$ cat src/rtl/pipeline_controller_if.sv
// ============================================================================
// pipeline_controller_if : control/hazard bundle between pipeline and controller
// Revision 1.0
// ============================================================================
`default_nettype none

interface pipeline_controller_if #(
   parameter int CNT_W = 32
);
   logic             i_start;
   logic             i_mode;
   logic             i_step;
   logic [5:0]       i_id_opcode;
   logic [4:0]       i_id_rs;
   logic [4:0]       i_id_rt;
   logic             i_ex_MemRead;
   logic [4:0]       i_ex_rt;
   logic             i_ex_branch_taken;
   logic             o_pipe_enable;
   logic             o_pc_write;
   logic             o_ifid_write;
   logic             o_ifid_flush;
   logic             o_control_mux;
   logic             o_running;
   logic             o_halted;
   logic [CNT_W-1:0] o_cycle_count;

   modport slave (
      input  i_start, i_mode, i_step, i_id_opcode, i_id_rs, i_id_rt,
             i_ex_MemRead, i_ex_rt, i_ex_branch_taken,
      output o_pipe_enable, o_pc_write, o_ifid_write, o_ifid_flush,
             o_control_mux, o_running, o_halted, o_cycle_count
   );

   modport master (
      output i_start, i_mode, i_step, i_id_opcode, i_id_rs, i_id_rt,
             i_ex_MemRead, i_ex_rt, i_ex_branch_taken,
      input  o_pipe_enable, o_pc_write, o_ifid_write, o_ifid_flush,
             o_control_mux, o_running, o_halted, o_cycle_count
   );
endinterface

`default_nettype wire

$ cat src/rtl/pipeline_controller.sv
// ============================================================================
// pipeline_controller : run/step/drain sequencing plus load-use/branch hazards
// Revision 1.0
// ============================================================================
`default_nettype none

module pipeline_controller #(
   parameter logic [5:0] HALT_OPCODE  = 6'b111111,
   parameter int         DRAIN_CYCLES = 3,
   parameter int         CNT_W        = 32
) (
   input  wire logic               i_clk,
   input  wire logic               i_rst,
   pipeline_controller_if.slave    bus
);
   localparam int                 c_DRAIN_W    = (DRAIN_CYCLES < 2) ? 1 : $clog2(DRAIN_CYCLES + 1);
   localparam logic [c_DRAIN_W-1:0] c_DRAIN_LOAD = c_DRAIN_W'(DRAIN_CYCLES);
   localparam logic [c_DRAIN_W-1:0] c_DRAIN_ONE  = c_DRAIN_W'(1);

   typedef enum logic [2:0] {
      S_IDLE      = 3'd0,
      S_RUN       = 3'd1,
      S_STEP_WAIT = 3'd2,
      S_STEP_EXEC = 3'd3,
      S_DRAIN     = 3'd4,
      S_HALTED    = 3'd5
   } state_t;

   state_t                 r_state;
   state_t                 w_next_state;
   logic                   r_step_q;
   logic [c_DRAIN_W-1:0]   r_drain_cnt;
   logic [CNT_W-1:0]       r_cycle_count;

   logic w_step_rise;
   logic w_active;
   logic w_stall;
   logic w_branch;
   logic w_halt_det;

   assign w_step_rise = bus.i_step & ~r_step_q;
   assign w_active    = (r_state == S_RUN) || (r_state == S_STEP_EXEC);
   assign w_stall     = bus.i_ex_MemRead && (bus.i_ex_rt != 5'd0) &&
                        ((bus.i_ex_rt == bus.i_id_rs) || (bus.i_ex_rt == bus.i_id_rt));
   assign w_branch    = bus.i_ex_branch_taken;
   // Halt is only honoured on a clean cycle; a stalled or flushed halt comes back later.
   assign w_halt_det  = w_active && !w_stall && !w_branch && (bus.i_id_opcode == HALT_OPCODE);

   always_ff @(posedge i_clk) begin
      if (!i_rst) begin
         r_state       <= S_IDLE;
         r_step_q      <= 1'b0;
         r_drain_cnt   <= '0;
         r_cycle_count <= '0;
      end else begin
         r_state  <= w_next_state;
         r_step_q <= bus.i_step;
         if (r_state == S_DRAIN) begin
            r_drain_cnt <= r_drain_cnt - c_DRAIN_ONE;
         end else if (w_halt_det) begin
            r_drain_cnt <= c_DRAIN_LOAD;
         end
         if (bus.o_pipe_enable) begin
            r_cycle_count <= r_cycle_count + 1'b1;
         end
      end
   end

   always_comb begin
      w_next_state      = r_state;
      bus.o_pipe_enable = 1'b0;
      bus.o_pc_write    = 1'b0;
      bus.o_ifid_write  = 1'b0;
      bus.o_ifid_flush  = 1'b0;
      bus.o_control_mux = 1'b0;
      bus.o_running     = 1'b0;
      bus.o_halted      = 1'b0;

      case (r_state)
         S_IDLE: begin
            if (bus.i_start) begin
               w_next_state = bus.i_mode ? S_STEP_WAIT : S_RUN;
            end
         end
         S_RUN, S_STEP_EXEC: begin
            bus.o_pipe_enable = 1'b1;
            bus.o_running     = 1'b1;
            if (r_state == S_STEP_EXEC) begin
               w_next_state = S_STEP_WAIT;
            end
            if (w_branch) begin
               bus.o_pc_write    = 1'b1;
               bus.o_ifid_write  = 1'b1;
               bus.o_ifid_flush  = 1'b1;
            end else if (w_stall) begin
               bus.o_pc_write    = 1'b0;
            end else if (w_halt_det) begin
               bus.o_ifid_write  = 1'b1;
               bus.o_ifid_flush  = 1'b1;
               w_next_state      = S_DRAIN;
            end else begin
               bus.o_pc_write    = 1'b1;
               bus.o_ifid_write  = 1'b1;
               bus.o_control_mux = 1'b1;
            end
         end
         S_STEP_WAIT: begin
            bus.o_running = 1'b1;
            if (w_step_rise) begin
               w_next_state = S_STEP_EXEC;
            end
         end
         S_DRAIN: begin
            bus.o_pipe_enable = 1'b1;
            bus.o_running     = 1'b1;
            if (r_drain_cnt <= c_DRAIN_ONE) begin
               w_next_state = S_HALTED;
            end
         end
         S_HALTED: begin
            bus.o_halted = 1'b1;
         end
         default: begin
            w_next_state = S_IDLE;
         end
      endcase
   end

   assign bus.o_cycle_count = r_cycle_count;

endmodule

`default_nettype wire

$ cat src/flat_wrapper.sv
// flat-port wrapper written by rule: the top's interface ports become plain ports
module pipeline_controller_flat 
#(
   parameter logic [5:0] HALT_OPCODE  = 6'b111111,
   parameter int         DRAIN_CYCLES = 3,
   parameter int         CNT_W        = 32
)
  (i_clk, i_rst, bus_i_start, bus_i_mode, bus_i_step, bus_i_id_opcode, bus_i_id_rs, bus_i_id_rt, bus_i_ex_MemRead, bus_i_ex_rt, bus_i_ex_branch_taken, bus_o_pipe_enable, bus_o_pc_write, bus_o_ifid_write, bus_o_ifid_flush, bus_o_control_mux, bus_o_running, bus_o_halted, bus_o_cycle_count);
  pipeline_controller_if #(.CNT_W(CNT_W)) bus_i ();
  input  wire logic i_clk;
  input  wire logic i_rst;
  input wire logic [$bits(bus_i.i_start)-1:0] bus_i_start;
  input wire logic [$bits(bus_i.i_mode)-1:0] bus_i_mode;
  input wire logic [$bits(bus_i.i_step)-1:0] bus_i_step;
  input wire logic [$bits(bus_i.i_id_opcode)-1:0] bus_i_id_opcode;
  input wire logic [$bits(bus_i.i_id_rs)-1:0] bus_i_id_rs;
  input wire logic [$bits(bus_i.i_id_rt)-1:0] bus_i_id_rt;
  input wire logic [$bits(bus_i.i_ex_MemRead)-1:0] bus_i_ex_MemRead;
  input wire logic [$bits(bus_i.i_ex_rt)-1:0] bus_i_ex_rt;
  input wire logic [$bits(bus_i.i_ex_branch_taken)-1:0] bus_i_ex_branch_taken;
  output wire logic [$bits(bus_i.o_pipe_enable)-1:0] bus_o_pipe_enable;
  output wire logic [$bits(bus_i.o_pc_write)-1:0] bus_o_pc_write;
  output wire logic [$bits(bus_i.o_ifid_write)-1:0] bus_o_ifid_write;
  output wire logic [$bits(bus_i.o_ifid_flush)-1:0] bus_o_ifid_flush;
  output wire logic [$bits(bus_i.o_control_mux)-1:0] bus_o_control_mux;
  output wire logic [$bits(bus_i.o_running)-1:0] bus_o_running;
  output wire logic [$bits(bus_i.o_halted)-1:0] bus_o_halted;
  output wire logic [$bits(bus_i.o_cycle_count)-1:0] bus_o_cycle_count;
  assign bus_i.i_start = bus_i_start;
  assign bus_i.i_mode = bus_i_mode;
  assign bus_i.i_step = bus_i_step;
  assign bus_i.i_id_opcode = bus_i_id_opcode;
  assign bus_i.i_id_rs = bus_i_id_rs;
  assign bus_i.i_id_rt = bus_i_id_rt;
  assign bus_i.i_ex_MemRead = bus_i_ex_MemRead;
  assign bus_i.i_ex_rt = bus_i_ex_rt;
  assign bus_i.i_ex_branch_taken = bus_i_ex_branch_taken;
  assign bus_o_pipe_enable = bus_i.o_pipe_enable;
  assign bus_o_pc_write = bus_i.o_pc_write;
  assign bus_o_ifid_write = bus_i.o_ifid_write;
  assign bus_o_ifid_flush = bus_i.o_ifid_flush;
  assign bus_o_control_mux = bus_i.o_control_mux;
  assign bus_o_running = bus_i.o_running;
  assign bus_o_halted = bus_i.o_halted;
  assign bus_o_cycle_count = bus_i.o_cycle_count;
  pipeline_controller #(.HALT_OPCODE(HALT_OPCODE), .DRAIN_CYCLES(DRAIN_CYCLES), .CNT_W(CNT_W)) u_core (.i_clk(i_clk), .i_rst(i_rst), .bus(bus_i));
endmodule
$ cat config.mk
export PLATFORM = sky130hd
export DESIGN_NAME = pipeline_controller_flat
export DESIGN_NICKNAME = d
export VERILOG_FILES = /design/src/rtl/pipeline_controller_if.sv /design/src/rtl/pipeline_controller.sv /design/src/flat_wrapper.sv
export SDC_FILE = /design/constraint.sdc
export NUM_CORES = 1
export LEC_CHECK = 0
export CAP_MARGIN = 25
export CORE_ASPECT_RATIO = 0.9
export CORE_UTILIZATION = 46
export CTS_CLUSTER_DIAMETER = 120
export DETAILED_ROUTE_END_ITERATION = 10
export PLACE_DENSITY = 0.79
export SYNTH_ARGS = -nofsm -noshare
export SYNTH_HDL_FRONTEND = slang
export SYNTH_SLANG_ARGS = --single-unit
$ cat constraint.sdc
create_clock -name i_clk -period 2.9 [get_ports i_clk]
set_input_delay 0.435 -clock i_clk [delete_from_list [all_inputs] [get_ports i_clk]]
set_output_delay 0.435 -clock i_clk [all_outputs]
set_load 0.1 [all_outputs]
* Word level (Yosys, flattened, before mapping) *
Index checks and enable logic that the tools add are counted.

storage, ports and cells
  flip-flop bits (word level) = 38
  input port bits = 28
  output and inout port bits = 39
  logic and storage cells = 64

cells by class
  add/sub/neg operators = 2
  order comparisons = 1
  equal/unequal tests = 11
  muxes and demuxes = 27
  bitwise operators = 3
  reductions and logical operators = 16

operators by type and width
  cell                                                                              count
  32-bit by 1-bit adder with 32-bit output, second input constant                   1
  3-bit 2-to-1 mux                                                                  7
  1-bit 2-to-1 mux                                                                  16
  3-bit one-hot mux with 5 select lines                                             1
  5-bit equality test                                                               2
  3-bit by 2-bit equality test with 1-bit output, second input constant             2
  3-bit equality test, second input constant                                        2
  6-bit equality test, second input constant                                        1
  2-bit 2-to-1 mux                                                                  3
  1-bit logical AND                                                                 5
  5-bit nonzero test                                                                1
  2-bit inequality test, second input constant                                      2
  4-bit AND reduction                                                               1
  4-bit OR reduction                                                                1
  3-bit by 1-bit equality test with 1-bit output, second input constant             1
  3-bit zero test                                                                   1
  3-bit OR reduction                                                                1
  2-bit by 1-bit less-or-equal comparator with 1-bit output, second input constant  1
  1-bit zero test                                                                   2
  1-bit logical OR                                                                  2
  2-bit by 1-bit inequality test with 1-bit output, second input constant           1
  1-bit NOT                                                                         2
  2-bit nonzero test                                                                1
  2-bit OR reduction                                                                1
  other kinds (2)                                                                   2

* Depth between registers and ports, before layout *
Gate-level depths: netlist of run 1.

  depth in word-level cells = 11
  depth in mapped cells = 8
  depth with buffers taken out = 7

* Worst setup path after synthesis of run 1 *
No wires, ideal clock.

  path kind = in2out
  start = in bus_i_ex_rt[0]
  end = out bus_o_control_mux
  arrival = 4,417 ps
  data required time = 2,465 ps
  slack = -1,952 ps
  cell stages on the path = 4
  path buffers = 0
  cell sequence = or4_1 o21ai_0 nor2_1 nor4b_1

on the way
  longest elaborated chain between the ends = 11
  elaborated cells on any way between the ends = 14
  classes of those cells = eq/ne (2); mux (4); reduce/logical (8)

ends and longest elaborated chain
  item                                                       RTL line                                              RTL
  from (decl)                                                flat_wrapper.sv:19                                    input wire logic [$bits(bus_i.i_ex_rt)-1:0] bus_i_ex_rt;
  5-bit equality test or 5-bit nonzero test (tied branches)  pipeline_controller.sv:44, pipeline_controller.sv:43
  1-bit logical OR or 1-bit logical AND (tied branches)      pipeline_controller.sv:44, pipeline_controller.sv:43
  1-bit logical AND (*)                                      pipeline_controller.sv:43                             assign w_stall = bus.i_ex_MemRead && (bus.i_ex_rt != 5'd0) &&
  1-bit zero test                                            pipeline_controller.sv:47                             assign w_halt_det = w_active && !w_stall && !w_branch && (bus.i_id_opcode == HALT_OPCODE);
  1-bit logical AND (3 in series)                            pipeline_controller.sv:47
  1-bit 2-to-1 mux                                           pipeline_controller.sv:97                             end else if (w_halt_det) begin
  1-bit 2-to-1 mux (*)                                       pipeline_controller.sv:95                             end else if (w_stall) begin
  1-bit 2-to-1 mux (*)                                       pipeline_controller.sv:91                             if (w_branch) begin
  1-bit 2-to-1 mux (*)                                       pipeline_controller.sv:79                             case (r_state)
  to (decl)                                                  flat_wrapper.sv:25                                    output wire logic [$bits(bus_i.o_control_mux)-1:0] bus_o_control_mux;

Mark *: on every way between the ends. The rest lies on a longest branch, timed or not.

* Worst setup path after layout of run 1 *
Same ends and word-level chain as after synthesis.

==> results.rst, run 1 <==
.. list-table::
   :header-rows: 1

   * - Metric
     - Value
   * - Shortest clock period the worst path allows after layout
     - 2.74 ns
   * - # nets final
     - 353
   * - Share of synthesized registers carrying an async set or reset
     - 0%
   * - Wire length after detailed routing
     - 4810 µm
   * - Instance count of the mapped netlist
     - 257
   * - Slew at the pin with the worst max-slew slack
     - 0.571 ns
   * - Post-CTS Setup Bufs
     - 0
   * - Final critical-path share of the clock period
     - 94.5%
   * - Maximum number of pins on one net before global-route repair
     - 32
   * - Number of detailed-route iterations in the first pass
     - 4
   * - Number of buffers created by CTS
     - 5
   * - Slowest stage cell, crit path
     - sky130_fd_sc_hd__or4_1
   * - RSZ-0062 raised after global routing
     - no
   * - Sequential-to-total area share from yosys stat
     - 37.2%
   * - Critical path peak fanout
     - 3
   * - Critical Path, Cell by Cell
     - clkdlybuf4s50_1 -> or4_1 -> o21ai_1 -> nor2_1 -> nor4b_4 -> buf_12
   * - Initial core utilization
     - 49.2%
   * - Via count
     - 2006
   * - Met3 track utilization from global routing
     - 6.44%
   * - Floorplan core area
     - 0.00416 mm²
   * - RR Startpoint
     - u_core.r_state[0]
   * - Fin cells
     - 384
   * - Basic-gate share of the synthesized area counting and, or, nand and nor cells
     - 29.4%
   * - Met1 Resource Use GR
     - 27.1%
   * - Pins Over Slew Limit
     - 0
   * - IO Port Bufs
     - 66
   * - Required time at the endpoint of the critical path
     - 2.47 ns
   * - Clock Root Buffer
     - sky130_fd_sc_hd__clkbuf_8
   * - Clock tree buffer depth
     - 2
   * - Worst hold start
     - u_core.r_drain_cnt[1]
   * - Synthesized Nets
     - 287
   * - Arrival time reported for the critical path endpoint
     - 2.30 ns
   * - Slew headroom
     - 61.6%
   * - First-pass GRT wire length
     - 7960 µm
   * - Post-synthesis adder-cell area fraction
     - 1.22%
   * - Final total negative setup slack
     - 0 ns
   * - Top FF cell, synth
     - sky130_fd_sc_hd__dfxtp_1
   * - Peak clock frequency supported by timing
     - 0.365 GHz
   * - Layer with the highest usage after global routing
     - met2
   * - Global-route met2 utilization
     - 35.5%
   * - WS Path Type
     - input port to output pin
   * - Power after layout
     - 2.13 mW
   * - Number of antenna violations at the first check in global routing
     - 0
   * - Number of routed nets with antenna violations
     - 0
   * - Worst ir drop on vdd
     - 0.408 mV
   * - XOR/XNOR share of the synthesized area
     - 13.7%
   * - Cts-stage hold buffer count
     - 0
   * - Clock tree from TritonCTS
     - yes
   * - Type of element launching the critical path
     - input port
   * - Run status
     - finished clean
   * - Worst hold path class
     - register to register
   * - Synth Area in Compound Gates
     - 12.7%
   * - Area added between synthesis and finish
     - 40.8%
   * - Total GRT Usage
     - 21.3%
   * - Synth Cell Area
     - 0.00204 mm²
   * - Final routed wire length divided by cell count
     - 12.5 µm
   * - Leakage power
     - 1.05 nW
   * - Register bit total from synthesis
     - 38
   * - HPWL after detailed placement
     - 3540 µm
   * - Launching element of the worst setup path
     - bus_i_ex_rt[0]
   * - CTS sink count
     - 38
   * - Number of placed instances with taps included
     - 376
   * - Number of different library cells in the post-synthesis netlist
     - 39
   * - I/O pins
     - 67
   * - Warnings, synthesis
     - 0
   * - Final Setup Violations
     - 0
   * - Mux share of post-synthesis cell area
     - 0%
   * - Die span in y
     - 65.2 µm
   * - Clock-pin slew on the worst setup and hold paths
     - 0.07 ns
   * - Number of violations reported at the end of detailed-routing iteration 0
     - 77
   * - CP peak stage delay
     - 0.56 ns
   * - Largest clock skew in the final design
     - 0.00578 ns
   * - Total congestion overflow after global routing
     - 0
   * - RD Place Congestion
     - 0.744
   * - Post-CTS Resized
     - 0
   * - Inserted Diodes
     - 0
   * - Max capacitance violation total
     - 0
   * - Final hold violation count
     - 0
   * - Capturing element type of the critical path
     - output pin
   * - Share of layout cells above drive strength 1
     - 17.6%
   * - Number of enable-type register cells in the synthesized netlist
     - 0
   * - Via/cell ratio
     - 5.22
   * - Die area
     - 0.00471 mm²
   * - Dominant combinational cell family by area after synthesis
     - simple AND/OR/NAND/NOR gates
   * - Horiz. Die Dim
     - 72.3 µm
   * - Insertion delay of the later-clocked pin in the worst-skew pair
     - 0.29 ns
   * - Vias in the first global route
     - 1828
   * - Synth Area per Inst
     - 7.95 µm²
   * - Max H-tree Level
     - 2
   * - Power density over the cells
     - 742 mW/mm²
   * - Standard-cell row count
     - 22
   * - Number of DRC violations after detailed routing
     - 0
-- per-stage QoR --
stage	cell area, µm²	utilization (%)	hold WS, ns	setup WS [ns]
finish	2880	69.2	0.494	0.161
global placement	2740	65.9	0.468	0.145
floorplan	2080	-	0.452	0.0206
detailed placement	2740	65.9	0.488	0.0969
CTS	2880	69.2	0.501	0.0770
global route	2880	69.2	0.525	0.0895
-- cells in the mapped netlist, types with 2 or more instances --
cell type                  number  area, µm²
sky130_fd_sc_hd__nor2b_1        2       12.5
sky130_fd_sc_hd__dfxtp_1       38        761
sky130_fd_sc_hd__nand3_1       11       55.1
sky130_fd_sc_hd__xnor2_1       18        158
sky130_fd_sc_hd__or3_1          7       43.8
sky130_fd_sc_hd__nor3_1        10       50.1
sky130_fd_sc_hd__a31oi_1        3       18.8
sky130_fd_sc_hd__and4_1         6       52.6
sky130_fd_sc_hd__ha_1           2       25.0
sky130_fd_sc_hd__buf_2          3       15.0
sky130_fd_sc_hd__nor4b_1        3       26.3
sky130_fd_sc_hd__o21ai_0       14       70.1
sky130_fd_sc_hd__nor4_1         8       50.1
sky130_fd_sc_hd__nand2_1       21       78.8
sky130_fd_sc_hd__xor2_1        14        123
sky130_fd_sc_hd__nand4_1        2       12.5
sky130_fd_sc_hd__o31ai_1        3       22.5
sky130_fd_sc_hd__a21oi_1       15       75.1
sky130_fd_sc_hd__clkbuf_1       7       26.3
sky130_fd_sc_hd__inv_1         14       52.6
sky130_fd_sc_hd__nand2b_1       3       18.8
sky130_fd_sc_hd__nor2_1        33        124
sky130_fd_sc_hd__buf_6          2       22.5
sky130_fd_sc_hd__or4_1          3       22.5
-- cells in the final DEF, fill, tap and decap left out, drive strengths merged, types with 3 or more instances in the layout --
cell type / n
nor3: 10
o31ai: 3
and4: 6
nand2: 21
or3: 7
clkdlybuf4s50: 27
or4: 3
dfxtp: 38
xnor2: 18
o21ai: 14
clkbuf: 5
nor4: 8
xor2: 14
nor2: 33
buf: 44
inv: 14
nor4b: 3
a31oi: 3
nand2b: 3
nand3: 11
a21oi: 15
-- worst paths after layout --
path	slack (ns)	end	cells after the start
setup / recovery	0.16	bus_o_control_mux	6
hold / removal	0.49	u_core.r_drain_cnt[1]	2
setup reg to reg	0.52	u_core.bus.o_cycle_count[26]	5
hold reg to reg	0.49	u_core.r_drain_cnt[1]	2
-- worst max-delay path: cells and delay by family --
kind / cells / cell delay [ns]
AO/OA/AOI/OAI: 1 / 0.19
buffers and inverters: 2 / 0.68
AND/OR/NAND/NOR: 3 / 1.00
-- power by group --
part | total, mW | switching [mW] | internal [mW]
sequential | 0.610 | 0.0492 | 0.561
combinational | 0.989 | 0.683 | 0.306
clock | 0.536 | 0.191 | 0.345
total | 2.13 | 0.923 | 1.21
-- state kept, by name, summed over array words and instances (netlist names) --
signal                    count
u_core.bus.o_cycle_count     32
u_core.r_state                3
u_core.r_step_q               1
u_core.r_drain_cnt            2
-- area by class of cell --
cell class | instances | area [µm²]
Timing Repair Buffer | 71 | 651
Tap cell | 60 | 75.1
Clock inverter | 3 | 68.8
Clock buffer | 5 | 68.8
Multi-Input combinational cell | 193 | 1200
Sequential cell | 38 | 761
Fill cell | 357 | 1280
Inverter | 14 | 52.6
-- layer usage --
metal	wire length, µm	share of wire [%]
met3	291	6.1
met4	37	0.77
met2	2170	45
met5	0	0
met1	2310	48
-- cells by family after synthesis --
group,count (synthesis)
AO/OA/AOI/OAI,43
adder cells (fa/ha/maj),2
buffers and inverters,26
AND/OR/NAND/NOR,116
flip-flops,38
XOR/XNOR,32
(Power assumes the default switching activity.)
==> inputs of run 2 (changes only) <==
--- a/config.mk
+++ b/config.mk
@@ -7,8 +7,9 @@
 export LEC_CHECK = 0
 export CAP_MARGIN = 25
 export CORE_ASPECT_RATIO = 0.9
+export CORE_MARGIN = 4
 export CORE_UTILIZATION = 46
-export CTS_CLUSTER_DIAMETER = 120
+export CTS_CLUSTER_DIAMETER = 30
 export DETAILED_ROUTE_END_ITERATION = 10
 export PLACE_DENSITY = 0.79
 export SYNTH_ARGS = -nofsm -noshare
==> run 2 against run 1 <==
- final cell count is 0.26% higher
- fmax shrank 0.39%
- sequential share of layout area up 0.33 points
- first-iteration DRC count is 9.1% higher
- non-clock buffer count is 1 higher
- combinational power increased by 0.9%
- wire length increased by 6.2%
- via count grew 0.85%
- worst hold slack got worse by 0.0053 ns
- count of clock-buffer cells in the layout up 1
- critical path type unchanged
- largest power group unchanged
==> results.rst, run 2 (same netlist as run 1, synthesis figures left out) <==
.. list-table::
   :header-rows: 1

   * - Metric
     - Value
   * - Sequential share of power
     - 30.9% (+2.3 points)
   * - Total GRT Usage
     - 19.3% (-1.9 points)
   * - Run status
     - finished clean
   * - Via/cell ratio
     - 5.25 (+0.59%)
   * - Worst ir drop on vdd
     - 0.470 mV (+15%)
   * - Pins Over Slew Limit
     - 0 (unchanged)
   * - I/O pins
     - 67 (unchanged)
   * - Worst hold path class
     - register to register
   * - Post-CTS Setup Bufs
     - 0 (unchanged)
   * - Inserted Diodes
     - 0 (unchanged)
   * - Fin cells
     - 385 (+0.26%)
   * - Leakage power
     - 1.03 nW (-1.6%)
   * - Worst slack on hold paths
     - 0.488 ns (-0.00532 ns)
   * - Met3 track utilization from global routing
     - 4.52% (-1.9 points)
   * - Area added between synthesis and finish
     - 39.1%
   * - Largest clock skew in the final design
     - 0.00302 ns (-0.00276 ns)
   * - Vias in the first global route
     - 1875 (+2.6%)
   * - RSZ-0062 raised after global routing
     - no
   * - Launching element of the worst setup path
     - bus_i_ex_rt[3]
   * - NetSw
     - 0.929 mW (+0.64%)
   * - Number of placed instances with taps included
     - 377 (+0.27%)
   * - Number of routed nets with antenna violations
     - 0 (unchanged)
   * - Share of total power in combinational logic
     - 50.2% (+3.9 points)
   * - Number of DRC violations after detailed routing
     - 0 (unchanged)
   * - RR Startpoint
     - u_core.r_state[0]
   * - Post-route standard cell area excluding fillers
     - 0.00284 mm² (-1.2%)
   * - Worst Slack Setup Final
     - 0.150 ns (-0.0108 ns)
   * - Max H-tree Level
     - 2 (unchanged)
   * - Share of layout cells above drive strength 1
     - 17.8% (+0.25 points)
   * - Final total negative setup slack
     - 0 ns (unchanged)
   * - Final Setup Violations
     - 0 (unchanged)
   * - Number of antenna violations at the first check in global routing
     - 0 (unchanged)
   * - Max capacitance violation total
     - 0 (unchanged)
   * - Switching share of power
     - 46.7% (+3.5 points)
   * - WS Path Type
     - input port to output pin
   * - Horiz. Die Dim
     - 78.3 µm (+8.3%)
   * - Critical path peak fanout
     - 3 (unchanged)
   * - Maximum number of pins on one net before global-route repair
     - 32 (unchanged)
   * - Post-CTS Resized
     - 0 (unchanged)
   * - Total congestion overflow after global routing
     - 0 (unchanged)
   * - Capturing element type of the critical path
     - output pin
   * - Final critical-path share of the clock period
     - 94.8% (+0.37 points)
   * - Die span in y
     - 71.2 µm (+9.2%)
   * - Clock-pin slew on the worst setup and hold paths
     - 0.07 ns (about the same)
   * - Layer with the highest usage after global routing
     - met2
   * - Most used cells in the layout excluding fill and tap cells
     - sky130_fd_sc_hd__buf_4, sky130_fd_sc_hd__dfxtp_1, sky130_fd_sc_hd__nor2_1, sky130_fd_sc_hd__clkdlybuf4s50_1, sky130_fd_sc_hd__nand2_1
   * - Clock tree buffer depth
     - 2 (unchanged)
   * - Largest register FFs
     - 32 (unchanged)
   * - Final core occ
     - 67.9% (-1.3 points)
   * - Clock Root Buffer
     - sky130_fd_sc_hd__clkbuf_8
   * - Via count
     - 2023 (+0.85%)
   * - Initial core utilization
     - 48.8% (-0.32 points)
   * - Number of detailed-route iterations in the first pass
     - 4 (unchanged)
   * - First-pass GRT wire length
     - 8780 µm (+10%)
   * - Final hold violation count
     - 0 (unchanged)
   * - Peak clock frequency supported by timing
     - 0.364 GHz (-0.39%)
   * - Required time at the endpoint of the critical path
     - 2.47 ns (about the same)
   * - Floorplan core area
     - 0.00418 mm² (+0.66%)
   * - Number of buffers created by CTS
     - 5 (unchanged)
   * - Worst hold start
     - u_core.r_drain_cnt[1]
   * - Setup slack after placement
     - 0.152 ns (+0.0552 ns)
   * - Die area
     - 0.00557 mm² (+18%)
   * - Standard-cell row count
     - 22 (unchanged)
   * - Arrival time reported for the critical path endpoint
     - 2.32 ns (+0.02 ns)
   * - HPWL after detailed placement
     - 3760 µm (+6.3%)
   * - Slew headroom
     - 63.6% (+2.0 points)
   * - Insertion delay of the later-clocked pin in the worst-skew pair
     - 0.29 ns (about the same)
   * - CTS sink count
     - 38 (unchanged)
   * - Number of violations reported at the end of detailed-routing iteration 0
     - 84 (+9.1%)
   * - Clock tree from TritonCTS
     - yes
   * - Power density over the cells
     - 699 mW/mm² (-5.7%)
   * - Final routed wire length divided by cell count
     - 13.3 µm (+5.9%)
   * - Global-route met2 utilization
     - 29.4% (-6.1 points)
   * - Slew at the pin with the worst max-slew slack
     - 0.542 ns (-0.0291 ns)
   * - RD Place Congestion
     - 0.792 (+6.5%)
   * - Cell-internal power
     - 1.06 mW (-13%)
   * - Type of element launching the critical path
     - input port
   * - Wire length after detailed routing
     - 5100 µm (+6.2%)
   * - Share of power burned in the clock network
     - 19.0% (-6.1 points)
   * - Most common cell after layout, fill and taps aside
     - sky130_fd_sc_hd__buf_4
   * - # nets final
     - 354 (+0.28%)
   * - Shortest clock period the worst path allows after layout
     - 2.75 ns (+0.0108 ns)
   * - Standard cell area after detailed placement
     - 0.00275 mm² (+0.27%)
   * - Power after layout
     - 1.99 mW (-6.9%)
   * - Cts-stage hold buffer count
     - 0 (unchanged)
   * - Met1 Resource Use GR
     - 26.7% (-0.43 points)
   * - IO Port Bufs
     - 66 (unchanged)
-- run 2: cell count changes in the layout (fill, tap and decap cells not counted) --
cell | before | now
sky130_fd_sc_hd__buf_4 | 40 | 41
sky130_fd_sc_hd__bufinv_16 | 2 | 0
sky130_fd_sc_hd__clkbuf_8 | 5 | 6
sky130_fd_sc_hd__clkinv_2 | 0 | 1
sky130_fd_sc_hd__clkinv_4 | 1 | 0
sky130_fd_sc_hd__clkinvlp_4 | 0 | 1
sky130_fd_sc_hd__o21ai_0 | 12 | 13
sky130_fd_sc_hd__o21ai_1 | 1 | 0
-- run 2: worst max-delay path, stage by stage --
cell                              delay (ns)
sky130_fd_sc_hd__clkdlybuf4s50_1        0.46
sky130_fd_sc_hd__or4_1                  0.52
sky130_fd_sc_hd__o21ai_0                0.22
sky130_fd_sc_hd__nor2_1                 0.16
sky130_fd_sc_hd__nor4b_4                0.29
sky130_fd_sc_hd__buf_12                 0.21
-- run 2: path summary, 6_finish.rpt --
kind         cells after the start  slack [ns]                      endpoint
max                              6        0.15             bus_o_control_mux
max reg2reg                      5        0.53  u_core.bus.o_cycle_count[28]
min                              2        0.49         u_core.r_drain_cnt[1]
min reg2reg                      2        0.49         u_core.r_drain_cnt[1]
-- run 2: layer usage --
metal	vias up	part of all wire, %
li1	1029	-
met1	931	49
met2	55	43
met3	8	6.5
met4	0	1.7
met5	-	0
-- run 2: power groups by stage --
stage	logic, mW	clock network (mW)	registers, mW
2_1_floorplan	0.726	0	0.655
3_3_place_gp	0.990	0	0.623
3_5_place_dp	1.00	0	0.624
4_1_cts	1.00	0.389	0.613
5_1_grt	1.06	0.415	0.621
6_report	0.998	0.377	0.614
-- run 2: area by class of cell --
class	instances	area, µm²
Multi-Input combinational cell	193	1200
Inverter	14	52.6
Tap cell	60	75.1
Timing Repair Buffer	72	658
Clock buffer	6	82.6
Clock inverter	2	12.5
Fill cell	383	1340
Sequential cell	38	761
==> inputs of run 3 (changes only) <==
--- a/config.mk
+++ b/config.mk
@@ -8,10 +8,9 @@
 export CAP_MARGIN = 25
 export CORE_ASPECT_RATIO = 0.9
 export CORE_MARGIN = 4
-export CORE_UTILIZATION = 46
-export CTS_CLUSTER_DIAMETER = 30
+export CORE_UTILIZATION = 30
 export DETAILED_ROUTE_END_ITERATION = 10
-export PLACE_DENSITY = 0.79
+export PLACE_DENSITY = 0.55
 export SYNTH_ARGS = -nofsm -noshare
 export SYNTH_HDL_FRONTEND = slang
 export SYNTH_SLANG_ARGS = --single-unit
==> run 3 against run 2 <==
- first-iteration DRC count is 35% lower
- sequential cell count stayed put
- worst setup slack improved by 0.034 ns
==> results.rst, run 3 (same netlist as run 1, synthesis figures left out) <==
.. list-table::
   :header-rows: 1

   * - Metric
     - Value
   * - Most used cells in the layout excluding fill and tap cells
     - sky130_fd_sc_hd__buf_4, sky130_fd_sc_hd__dfxtp_1, sky130_fd_sc_hd__nor2_1, sky130_fd_sc_hd__clkdlybuf4s50_1, sky130_fd_sc_hd__nand2_1
   * - Largest clock skew in the final design
     - 0.00497 ns (+0.00195 ns)
   * - Arrival time reported for the critical path endpoint
     - 2.28 ns (-0.04 ns)
   * - Critical path peak fanout
     - 3 (unchanged)
   * - Number of buffers created by CTS
     - 5 (unchanged)
   * - Clock Root Buffer
     - sky130_fd_sc_hd__clkbuf_8
   * - Wire length after detailed routing
     - 5320 µm (+4.2%)
   * - Slew at the pin with the worst max-slew slack
     - 0.560 ns (+0.0187 ns)
   * - Power after layout
     - 2.16 mW (+8.5%)
   * - I/O pins
     - 67 (unchanged)
   * - Final critical-path share of the clock period
     - 93.6% (-1.2 points)
   * - RD Place Congestion
     - 0.709 (-11%)
   * - Maximum number of pins on one net before global-route repair
     - 32 (unchanged)
   * - Required time at the endpoint of the critical path
     - 2.47 ns (about the same)
   * - RSZ-0062 raised after global routing
     - no
   * - Insertion delay of the later-clocked pin in the worst-skew pair
     - 0.30 ns (about the same)
   * - Shortest clock period the worst path allows after layout
     - 2.72 ns (-0.0345 ns)
   * - Cts-stage hold buffer count
     - 0 (unchanged)
   * - Via count
     - 2019 (-0.20%)
   * - Max H-tree Level
     - 2 (unchanged)
   * - WS Path Type
     - input port to output pin
   * - Number of placed instances with taps included
     - 406 (+7.7%)
   * - Clock-pin slew on the worst setup and hold paths
     - 0.08 ns (about the same)
   * - Worst hold path class
     - register to register
   * - Inserted Diodes
     - 0 (unchanged)
   * - Die span in y
     - 86.3 µm (+21%)
   * - Total congestion overflow after global routing
     - 0 (unchanged)
   * - Pins Over Slew Limit
     - 0 (unchanged)
   * - Number of filler cells placed in the layout
     - 683 (+78%)
   * - Worst ir drop on vdd
     - 0.363 mV (-23%)
   * - Final routed wire length divided by cell count
     - 12.9 µm (-3.1%)
   * - Floorplan core area
     - 0.00659 mm² (+57%)
   * - IO Port Bufs
     - 66 (unchanged)
   * - Slew headroom
     - 62.3% (-1.3 points)
   * - Max capacitance violation total
     - 0 (unchanged)
   * - Standard-cell row count
     - 28 (+27%)
   * - Most common cell after layout, fill and taps aside
     - sky130_fd_sc_hd__buf_4
   * - HPWL after detailed placement
     - 3920 µm (+4.5%)
   * - Die area
     - 0.00820 mm² (+47%)
   * - Capturing element type of the critical path
     - output pin
   * - # nets final
     - 353 (-0.28%)
   * - Via/cell ratio
     - 4.88 (-7.2%)
   * - Final core occ
     - 44.3% (-24 points)
   * - Final hold violation count
     - 0 (unchanged)
   * - Number of detailed-route iterations in the first pass
     - 4 (unchanged)
   * - Fin cells
     - 414 (+7.5%)
   * - Number of routed nets with antenna violations
     - 0 (unchanged)
   * - Worst slack on hold paths
     - 0.488 ns (-0.000106 ns)
   * - Clock tree buffer depth
     - 2 (unchanged)
   * - First-pass GRT wire length
     - 8890 µm (+1.3%)
   * - Power density over the cells
     - 740 mW/mm² (+5.8%)
   * - Peak clock frequency supported by timing
     - 0.368 GHz (+1.3%)
   * - Number of antenna violations at the first check in global routing
     - 0 (unchanged)
   * - Final Setup Violations
     - 0 (unchanged)
   * - Number of violations reported at the end of detailed-routing iteration 0
     - 55 (-35%)
   * - Vias in the first global route
     - 1862 (-0.69%)
   * - Initial core utilization
     - 31.0% (-18 points)
   * - Largest register FFs
     - 32 (unchanged)
   * - Run status
     - finished clean
   * - Final total negative setup slack
     - 0 ns (unchanged)
   * - Clock tree from TritonCTS
     - yes
   * - Area added between synthesis and finish
     - 42.7%
   * - Share of layout cells above drive strength 1
     - 17.6% (-0.25 points)
   * - Type of element launching the critical path
     - input port
   * - Post-CTS Resized
     - 0 (unchanged)
   * - CTS sink count
     - 38 (unchanged)
   * - Post-CTS Setup Bufs
     - 0 (unchanged)
   * - Total GRT Usage
     - 13.3% (-6.0 points)
   * - Leakage power
     - 1.05 nW (+1.5%)
   * - Horiz. Die Dim
     - 95.0 µm (+21%)
   * - Number of DRC violations after detailed routing
     - 0 (unchanged)
run 3: path summary, 6_finish.rpt:
kind	from	slack, ns	end	cells after the start
hold / removal	u_core.r_drain_cnt[1]	0.49	u_core.r_drain_cnt[1]	2
setup reg to reg	u_core.r_state[2]	0.36	u_core.bus.o_cycle_count[28]	5
setup / recovery	bus_i_ex_rt[0]	0.18	bus_o_control_mux	6
hold reg to reg	u_core.r_drain_cnt[1]	0.49	u_core.r_drain_cnt[1]	2
run 3: area by class of cell:
class	instances	area (µm²)	share of cell area [%]
inverter	14	52.6	1.80
clock inverter	3	68.8	2.36
timing repair buffer	71	651	22.3
tap	90	113	3.86
multi-input combinational	193	1200	41.2
clock buffer	5	68.8	2.36
sequential	38	761	26.1
run 3: power breakdown:
group | internal (mW) | switching, mW
combinational | 0.306 | 0.665
clock | 0.345 | 0.208
sequential | 0.561 | 0.0725
run 3: metrics by stage:
| step | instance area [µm²] | setup slack [ns] |
|---|---|---|
| 2_1_floorplan | 2080 | 0.0206 |
| 3_3_place_gp | 2780 | 0.136 |
| 3_5_place_dp | 2780 | 0.0935 |
| 4_1_cts | 2920 | 0.0773 |
| 5_1_grt | 2920 | 0.0960 |
| 6_report | 2920 | 0.184 |
run 3: worst max-delay path: stages:
cell,delay [ns]
sky130_fd_sc_hd__clkdlybuf4s50_1,0.46
sky130_fd_sc_hd__or4_1,0.54
sky130_fd_sc_hd__o21ai_1,0.19
sky130_fd_sc_hd__nor2_1,0.15
sky130_fd_sc_hd__nor4b_4,0.29
sky130_fd_sc_hd__buf_12,0.21
run 3: metal layers:
metal	vias up	track usage (%)	share of wire (%)
li1	1026	-	-
met1	937	18.5	49
met2	54	20.2	44
met3	2	3.91	7.2
met4	0	3.28	0.13
met5	-	0	0
